--- config.mk ---
export PLATFORM = sky130hd
export DESIGN_NAME = agm_pingpong
export DESIGN_NICKNAME = d
export VERILOG_FILES = /design/src/rtl/agm_pingpong.sv
export SDC_FILE = /design/constraint.sdc
export NUM_CORES = 1
export LEC_CHECK = 0
export BUFFER_PORTS_ARGS = -buffer_cell sky130_fd_sc_hd__buf_2
export CELL_PAD_IN_SITES_DETAIL_PLACEMENT = 2
export CELL_PAD_IN_SITES_GLOBAL_PLACEMENT = 2
export CORE_MARGIN = 8
export CORE_UTILIZATION = 32
export CTS_CLUSTER_DIAMETER = 150
export DETAILED_ROUTE_END_ITERATION = 16
export MAX_ROUTING_LAYER = met4
export PLACE_DENSITY_LB_ADDON = 0.1
export SLEW_MARGIN = 20
export SYNTH_ARGS = -nofsm -noshare
export SYNTH_HDL_FRONTEND = slang
export SYNTH_SLANG_ARGS = --single-unit
export TNS_END_PERCENT = 20
--- constraint.sdc ---
create_clock -name clk -period 2.2 [get_ports clk]
set_clock_uncertainty 0.1 [all_clocks]
set_input_delay 0.22 -clock clk [delete_from_list [all_inputs] [get_ports clk]]
set_output_delay 0.22 -clock clk [all_outputs]
set_load 0.02 [all_outputs]
--- src/rtl/agm_pingpong.sv ---
// N-bank ping-pong BRAM address generator: narrow sequential writer, RATIO-wide reader.
// A bank becomes readable once it is completely written, and writable again once it is completely drained.
module agm_pingpong #(
    parameter int NUM_BANKS     = 2,
    parameter int BANK_DEPTH_WR = 1024,
    parameter int RATIO         = 4,
    parameter int CNT_W         = 9
) (
    input  logic                                              clk,
    input  logic                                              reset,
    input  logic                                              en_wr,
    input  logic                                              en_rd,
    output logic                                              wr_ready,
    output logic                                              pause,
    output logic                                              wea,
    output logic [$clog2(NUM_BANKS*BANK_DEPTH_WR)-1:0]        W_BRAM_ADDR,
    output logic [$clog2(NUM_BANKS*(BANK_DEPTH_WR/RATIO))-1:0] R_BRAM_ADDR,
    output logic                                              rd_valid,
    output logic [$clog2(NUM_BANKS)-1:0]                      sel,
    output logic [$clog2(NUM_BANKS)-1:0]                      wr_bank,
    output logic                                              start,
    output logic                                              overflow,
    output logic [CNT_W-1:0]                                  count
);

    localparam int BANK_W   = $clog2(NUM_BANKS);
    localparam int RD_DEPTH = BANK_DEPTH_WR / RATIO;
    localparam int WP_W     = $clog2(BANK_DEPTH_WR);
    localparam int RP_W     = $clog2(RD_DEPTH);

    logic [WP_W-1:0]      wr_ptr;
    logic [RP_W-1:0]      rd_ptr;
    logic [BANK_W-1:0]    rd_bank;
    logic [NUM_BANKS-1:0] full;
    logic [NUM_BANKS-1:0] full_next;
    logic                 wr_acc;
    logic                 rd_acc;
    logic                 wr_last;
    logic                 rd_last;

    assign wr_ready = !full[wr_bank];
    assign sel      = rd_bank;
    assign wr_acc   = en_wr && wr_ready;
    assign rd_acc   = en_rd && full[rd_bank];
    // Depths are powers of two, so the last word of a bank is the all-ones pointer.
    assign wr_last  = wr_acc && (&wr_ptr);
    assign rd_last  = rd_acc && (&rd_ptr);

    // Set and clear never target the same bank: set needs !full, clear needs full.
    always_comb begin
        full_next = full;
        if (wr_last) full_next[wr_bank] = 1'b1;
        if (rd_last) full_next[rd_bank] = 1'b0;
    end

    always_ff @(posedge clk) begin
        if (reset) begin
            wr_ptr      <= '0;
            rd_ptr      <= '0;
            wr_bank     <= '0;
            rd_bank     <= '0;
            full        <= '0;
            wea         <= 1'b0;
            rd_valid    <= 1'b0;
            W_BRAM_ADDR <= '0;
            R_BRAM_ADDR <= '0;
            start       <= 1'b0;
            overflow    <= 1'b0;
            pause       <= 1'b0;
            count       <= '0;
        end else begin
            pause <= en_wr && !wr_ready;
            if (en_wr && !wr_ready) overflow <= 1'b1;

            wea <= wr_acc;
            if (wr_acc) begin
                W_BRAM_ADDR <= {wr_bank, wr_ptr};
                wr_ptr      <= wr_ptr + 1'b1;
                if (wr_last) begin
                    wr_bank <= wr_bank + 1'b1;
                    start   <= 1'b1;
                end
            end

            rd_valid <= rd_acc;
            if (rd_acc) begin
                R_BRAM_ADDR <= {rd_bank, rd_ptr};
                rd_ptr      <= rd_ptr + 1'b1;
                if (rd_last) begin
                    rd_bank <= rd_bank + 1'b1;
                    count   <= count + 1'b1;
                end
            end

            full <= full_next;
        end
    end

endmodule

== Word-level counts from Yosys, hierarchy flattened ==
Index checks and enable logic that the tools add are counted.

* Div/mod/pow operators: 0
* Multipliers: 0
* Add/subtract/negate cells: 5
* Eq/ne operators: 0
* Order comparisons: 4
* Reduce and logical (&&, ||, !) cells: 12
* Shift-type cells: 0
* Bitwise gates (word level): 3
* Mux-type cells: 10

{| class="wikitable"
|+ Operators by type and width
! cell !! number
|-
| adder 10 x 1 -> 10 bit (second input constant) || 1
|-
| AND reduction 10 bit || 1
|-
| adder 9 x 1 -> 9 bit (second input constant) || 1
|-
| adder 8 x 1 -> 8 bit (second input constant) || 1
|-
| AND reduction 8 bit || 1
|-
| logical AND 1 bit || 7
|-
| two-way mux 1 bit || 6
|-
| less-than comparator 1 x 2 -> 1 bit (second input constant) || 2
|-
| two-way mux 2 bit || 2
|-
| AND reduction 2 bit || 2
|-
| adder 1 bit (second input constant) || 2
|-
| bitwise AND 2 bit || 1
|-
| demux 1 bit (select 1 bit) || 2
|-
| greater-or-equal comparator 1 bit (second input constant) || 2
|-
| inverter 2 bit || 1
|-
| bitwise OR 2 bit || 1
|-
| zero test 1 bit || 1
|}

* Bits in latches: 0
* Bits in read-only memories: 0
* Output and inout port bits: 37
* Input port bits: 4
* Memories: 0
* RAM bits: 0
* Logic and storage cells: 47
* Flip-flop bits (word level): 56

== Longest topological paths before layout ==
Gate-level depths: netlist of the first run.

* Depth after elaboration: 8
* Depth in mapped cells: 6
* Gate-level depth less buffers: 5

== Worst setup path before layout of the first run ==
OpenSTA, ideal clock, no wires.

* Path kind: reg-to-reg
* Start point: reg wr_bank
* End point: reg wr_ptr[9]
* Arrival time: 1.609 ns
* Slack: 0.420 ns
* Path buffers: 0
* Clock period less this slack: 1.780 ns
* Data required time: 2.030 ns
* Stages on the path, launching flop included: 6
* Path through: dfxtp_1 mux2_4 clkinv_2 nand4_4 or3_1 a21oi_1

* Word-level cells in the longest chain between the ends: 4

{| class="wikitable"
|+ Ends and longest elaborated chain
! what !! line !! source
|-
| start, declared || 20 || <nowiki>output logic [$clog2(NUM_BANKS)-1:0] wr_bank,</nowiki>
|-
| start signal, assigned || 80 || <nowiki>wr_bank <= wr_bank + 1'b1;</nowiki>
|-
| two-way mux 1 bit (implied by the code) (2 in a row) || 41 || <nowiki>assign wr_ready = !full[wr_bank];</nowiki>
|-
| zero test 1 bit || 41 ||
|-
| named net wr_ready || 13 || <nowiki>output logic wr_ready,</nowiki>
|-
| logical AND 1 bit || 43 || <nowiki>assign wr_acc = en_wr && wr_ready;</nowiki>
|-
| end signal, assigned || 78 || <nowiki>wr_ptr <= wr_ptr + 1'b1;</nowiki>
|-
| end, declared || 31 || <nowiki>logic [WP_W-1:0] wr_ptr;</nowiki>
|}

The timed path passes the listed nets, and every way through them passes these cells. The select of a mux whose other input is x is not followed.
A chain may end at the register's enable or synchronous reset.

== Final worst setup path of the first run ==
* Start point: reg rd_ptr[0]
* End point: reg count[8]

* Word-level cells in the longest chain between the ends: 3

{| class="wikitable"
|+ Ends and longest elaborated chain
! what !! line !! source
|-
| start, declared || 32 || <nowiki>logic [RP_W-1:0] rd_ptr;</nowiki>
|-
| start signal, assigned || 88 || <nowiki>rd_ptr <= rd_ptr + 1'b1;</nowiki>
|-
| AND reduction 8 bit || 47 || <nowiki>assign rd_last = rd_acc && (&rd_ptr);</nowiki>
|-
| logical AND 1 bit || 47 ||
|-
| AND reduction 2 bit (no line) || -- ||
|-
| end signal, assigned || 91 || <nowiki>count <= count + 1'b1;</nowiki>
|-
| end, declared || 23 || <nowiki>output logic [CNT_W-1:0] count</nowiki>
|}

No other way between the ends.

==> results.yml, run 1 <==
die:
  initial_core_util: 0.333
  rows: 30
  die_x_um: 100
  pin_count: 41
  die_y_um: 100
  die_area_um2: 10100
  core-area_um2: 6830
worst_setup_path:
  critical_path_required_ns: 2.34
  crit_chain: "ha_1, and3_1, nand4_4, or4_1, a21oi_1"
  worstSetupStartpointType: "flop"
  rrSetupSlack_ns: 0.33
  cp.buffers_inverters: 0
  worst-path-max-fanout: 6
  crit_path_end_kind: "flop"
  critPathMaxStageDelay_ns: 0.49
  reg2reg_from: "rd_ptr[0]"
  worstSetupPathType: "reg2reg"
  r2r-end: "count[8]"
  crit_arrival_ns: 2.01
  critPathTopFamily: "simple AND/OR/NAND/NOR gates"
  slowest_stage: "or4_1"
  reg2reg_depth: 5
clock_network:
  cts_inserted_buffers: 5
  cts_tree: "yes"
  cts-root-buf: "clkbuf_8"
  holdBufCountCts: 0
  clock_sinks: 56
  clk_latency_ns: 0.30
  clkTransAtPathRegs_ns: 0.10
  htreeDepth: 2
  cts_setup_buffers: 0
  cts_resized: 0
  cts_buffer_depth: 2
place:
  portBuffers: 40
  dp_hpwl_um: 4250
  dp_cells: 388
  place.gp.congestion: 0.702
finish:
  drive_above_1_share: 0.190
  finalNonFillerCells: 396
  syn_to_final_growth_pct: 17.0
  final_nets: 306
  diodes: 0
status:
  status: "completed"
pwr:
  ir_drop_mv: 0.242
  p_per_area_nw_per_um2: 631
  power.leakage_nw: 1.07
yosys:
  synth_cell_type_count: 33
  yosysSeqAreaShare: 0.492
  synthMuxAreaShare: 0.0176
  synth_adder_area_share: 0.0165
  synthSimpleGateAreaFrac: 0.255
  synth_area_um2: 2280
  postSynthCellCount: 263
  synth_compound_area_frac: 0.113
  synth_warnings: 0
  synth-xor-area-share: 0.0654
  avgSynthCellArea_um2: 8.66
  syn-num-nets: 270
  synth_top_family_by_area: "simple AND/OR/NAND/NOR gates"
  ys_seq_elements: 56
  synth_top_area_share: 0.492
  synthTopCellsByArea: "dfxtp_1, a21oi_1, nand2_1"
  synth.largest_area_cell: "dfxtp_1"
routing:
  via_count: 1952
  wl_per_cell_um: 14.5
  remaining_drc_errors: 0
  postRouteAntennaNets: 0
  drt-total-wl_um: 5740
  drt_iter0_markers: 42
  firstDrtPassIters: 4
  vias_per_cell: 4.93
global_routing:
  grt_overflow_total: 0
  grtUsageTotal: 0.124
  antenna_found_initial: 0
  grt_pass1_vias: 2097
  grt_pass1_wl_um: 10000
  grt_max_degree: 35
sta:
  timing.setup.tns_ns: 0
  setup_viol: 0
  rsz0062_at_grt: "false"
  hold_violations: 0
  finalWorstPathRequiredPeriod_ns: 1.87
  finalCritPeriodShare: 0.850
  drv_slew: 0
  max_clock_freq_mhz: 535
  worst_pin_slew_ns: 0.444
  slew_headroom: 0.704
min_path:
  hold_end: "rd_ptr[1]"
  hold_path_depth: 3
  worstHoldStart: "en_rd"
  min_path_type: "in2reg"
flow_run:
  cap_violations: 0
[layout by cell type (no fill, tap or decap), types with 10 or more instances in the layout]
cell type,count
dfxtp_1,56
o21ai_0,11
nand3_1,15
xor2_1,13
nor2_1,27
a21oi_1,31
nand4_1,10
nand2_1,37
buf_2,40
[worst reg2reg max path: stages, from the launching register on]
cell     delay (ns)
dfxtp_1        0.39
ha_1           0.18
and3_1         0.32
nand4_4        0.16
or4_1          0.49
a21oi_1        0.16
[Yosys cell counts, drive strengths merged]
| master | n |
|---|---|
| nor4 | 2 |
| and2 | 3 |
| clkinv | 1 |
| mux2i | 1 |
| nand3 | 15 |
| o21ai | 11 |
| nand4 | 13 |
| nand2 | 37 |
| a41oi | 1 |
| and4 | 2 |
| xnor2 | 4 |
| nor2 | 27 |
| a22oi | 1 |
| xor2 | 13 |
| mux2 | 2 |
| a211oi | 1 |
| a21o | 2 |
| dfxtp | 56 |
| or4 | 1 |
| clkbuf | 7 |
| nor3 | 2 |
| o31ai | 1 |
| inv | 8 |
| and3 | 4 |
| or3 | 8 |
| ha | 3 |
| a21oi | 31 |
| buf | 6 |
[metal layers]
layer	GRT usage	part of all wire	vias up	wire length, um
met1	0.152	0.51	953	2910
met2	0.198	0.45	27	2600
li1	-	-	970	-
met4	0.0279	0.0042	0	24
met5	-	0	-	0
met3	0.0311	0.036	2	208
[how the worst max path moves through the flow]
stage	cells after the start	slack, ns	endpoint	from
2_1_floorplan	5	0.42	wr_ptr[9]	wr_bank
3_3_place_gp	5	0.40	count[8]	en_rd
3_5_place_dp	5	0.34	count[8]	rd_ptr[0]
4_1_cts	5	0.30	count[8]	rd_ptr[0]
5_1_grt	5	0.15	count[7]	rd_ptr[1]
6_report	5	0.33	count[8]	rd_ptr[0]
[registers in the layout, indices dropped and copies added, names as in the netlist]
| register | count |
|---|---|
| W_BRAM_ADDR | 11 |
| wr_ptr | 10 |
| R_BRAM_ADDR | 9 |
| count | 9 |
| rd_ptr | 8 |
| full | 2 |
| overflow | 1 |
| pause | 1 |
| rd_valid | 1 |
| sel | 1 |
| start | 1 |
| wea | 1 |
| wr_bank | 1 |
[through the flow]
step                hold WS, ns  total power (W)  setup WS (ns)   util  area (um^2)
floorplan                 0.314          0.00109          0.420      -         2280
global placement          0.335          0.00111          0.403  0.376         2570
detailed placement        0.343          0.00111          0.335  0.376         2570
CTS                       0.209          0.00172          0.305  0.390         2670
global route              0.231          0.00176          0.145  0.390         2670
finish                    0.224          0.00168          0.330  0.390         2670
[logic make-up after synthesis]
family | count (synthesis)
buffers and inverters | 22
multiplexers | 3
AND/OR/NAND/NOR | 114
flip-flops | 56
adder cells (fa/ha/maj) | 3
XOR/XNOR | 17
AO/OA/AOI/OAI | 48
[report_power, final]
group          internal [W]  leakage (nW)  total (W)  switching [W]
sequential          0.00102         0.452    0.00102     0.00000530
combinational     0.0000162         0.572  0.0000592      0.0000430
clock              0.000256        0.0434   0.000598       0.000342
total               0.00129          1.07    0.00168       0.000390
[layout make-up]
cell class	count	area [um^2]
repair buffers	42	228
well taps	96	120
flip-flops and latches	56	1120
clock inverters	2	15.0
clock buffers	6	82.6
inverters	9	35.0
multi-input cells	185	1060
fillers	810	4170
Note: power is estimated with default switching activity, not from simulation.
==> inputs of run 2 (changes only) <==
- clock period: 2.2 -> 1.8 ns (I/O delays scaled with it)
==> results.yml, run 2 (synthesis gave the netlist of run 1 again) <==
worst_setup_path:
  critical_path_required_ns: 1.94
  crit_chain: "ha_1, and3_1, nand4_4, or4_1, a21oi_1"
  crit_path_end_kind: "flop"
  reg2reg_depth: 5
  worstSetupStartpointType: "flop"
  worst-path-max-fanout: 6
  critPathMaxStageDelay_ns: 0.48
  startpoint: "count[0]"
  crit_arrival_ns: 1.81
  slowest_stage: "or4_1"
  reg2reg_from: "count[0]"
  rrSetupSlack_ns: 0.13
  worstSetupPathType: "reg2reg"
  r2r-end: "count[8]"
  cp-endpoint: "count[8]"
sta:
  slew_headroom: 0.726
  setup_viol: 0
  finalCritPeriodShare: 0.930
  hold_violations: 0
  finalWorstPathRequiredPeriod_ns: 1.67
  timing.setup.tns_ns: 0
  rsz0062_at_grt: "false"
  worst_pin_slew_ns: 0.411
  drv_slew: 0
  max_clock_freq_mhz: 597
die:
  core-area_um2: 6830
  initial_core_util: 0.333
  die_x_um: 100
  rows: 30
  die_area_um2: 10100
  die_y_um: 100
  pin_count: 41
finish:
  mostFrequentLayoutCells: "dfxtp_1, buf_2, nand2_1"
  multi_input_area_um2: 1070
  drive_above_1_share: 0.243
  top_register: "W_BRAM_ADDR"
  diodes: 0
  reg_top3: "W_BRAM_ADDR: 11 flops, wr_ptr: 10 flops"
  final_nets: 324
  layout_commonest_cell: "dfxtp_1"
  finalNonFillerCells: 413
  largest_reg_flops: 11
  nFillCells: 826
  seqCellArea_um2: 1120
  syn_to_final_growth_pct: 23.2
global_routing:
  antenna_found_initial: 0
  grt_pass1_wl_um: 10600
  met2_usage: 0.222
  grt_overflow_total: 0
  gr-max-usage-layer: "met2"
  grtUsageTotal: 0.134
  grt_use_met3: 0.0256
  grt.met1_usage: 0.158
  grt_max_degree: 36
  grt_pass1_vias: 2199
pwr:
  p_per_area_nw_per_um2: 732
  ir_drop_mv: 0.333
  power.leakage_nw: 1.16
clock_network:
  htreeDepth: 2
  cts_buffer_depth: 2
  clk_latency_ns: 0.30
  clkTransAtPathRegs_ns: 0.09
  cts-root-buf: "clkbuf_8"
  cts_inserted_buffers: 5
  cts_tree: "yes"
  clock_sinks: 56
routing:
  firstDrtPassIters: 4
  via_count: 2008
  wl_per_cell_um: 14.6
  postRouteAntennaNets: 0
  drt-total-wl_um: 6050
  remaining_drc_errors: 0
  vias_per_cell: 4.86
  drt_iter0_markers: 41
place:
  place.gp.congestion: 0.727
  dp_hpwl_um: 4540
  portBuffers: 40
  dp_cells: 404
min_path:
  min_path_type: "in2reg"
status:
  status: "completed"
flow_run:
  cap_violations: 0
[run 2: cell count changes in the layout (fill, tap and decap cells not counted)]
cell        previous run  this run
clkbuf_8               6         7
and3_1                 4         3
and4_2                 0         1
clkinvlp_4             2         0
buf_4                  1        19
and3_4                 0         1
dfxtp_2                0         1
dfxtp_1               56        55
and4_1                 2         1
[run 2: layer usage]
layer | wire length (um) | part of all wire
met3 | 196 | 0.032
met1 | 2860 | 0.47
met4 | 63 | 0.010
met5 | 0 | 0
met2 | 2930 | 0.48
[run 2: final cells by class]
class,instances,share of cell area
Sequential cell,56,0.400
Multi-Input combinational cell,185,0.381
Timing Repair Buffer,60,0.129
Tap cell,96,0.0428
Clock buffer,7,0.0343
Inverter,9,0.0125
[run 2: power breakdown]
group | switching [W] | internal [W] | total (W) | leakage [nW]
registers | 0.00000681 | 0.00125 | 0.00125 | 0.452
logic | 0.0000529 | 0.0000228 | 0.0000758 | 0.662
clock network | 0.000383 | 0.000344 | 0.000727 | 0.0503
[run 2: stage by stage]
stage / utilization / area (um^2) / total power, W / hold slack, ns / setup slack (ns)
5_1_grt: 0.411 / 2810 / 0.00216 / 0.159 / 0.0180
4_1_cts: 0.408 / 2780 / 0.00211 / 0.140 / 0.0125
3_5_place_dp: 0.393 / 2690 / 0.00136 / 0.344 / 0.0414
2_1_floorplan: - / 2280 / 0.00133 / 0.274 / 0.0204
6_report: 0.411 / 2810 / 0.00206 / 0.138 / 0.125
3_3_place_gp: 0.393 / 2690 / 0.00136 / 0.338 / 0.115
[run 2: worst min-delay path by stage]
stage	startpoint	endpoint	slack (ns)	cells after the start
floorplan	en_wr	pause	0.27	2
CTS	reset	rd_valid	0.14	2
global placement	overflow	overflow	0.34	1
global route	reset	R_BRAM_ADDR[0]	0.16	2
finish	reset	rd_valid	0.14	2
detailed placement	overflow	overflow	0.34	1
[run 2: repair_timing]
action                     in CTS  in global routing
resized for setup               0                  4
setup endpoints to repair       0                  3
hold buffers                    0                  0
buffers inserted                0                  2
[run 2: worst max-delay path: cells and delay by family, from the launching register on]
family	cells	cell delay (ns)
simple gates	3	0.82
compound gates	1	0.15
fa+ha+maj	1	0.18
flops	1	0.35
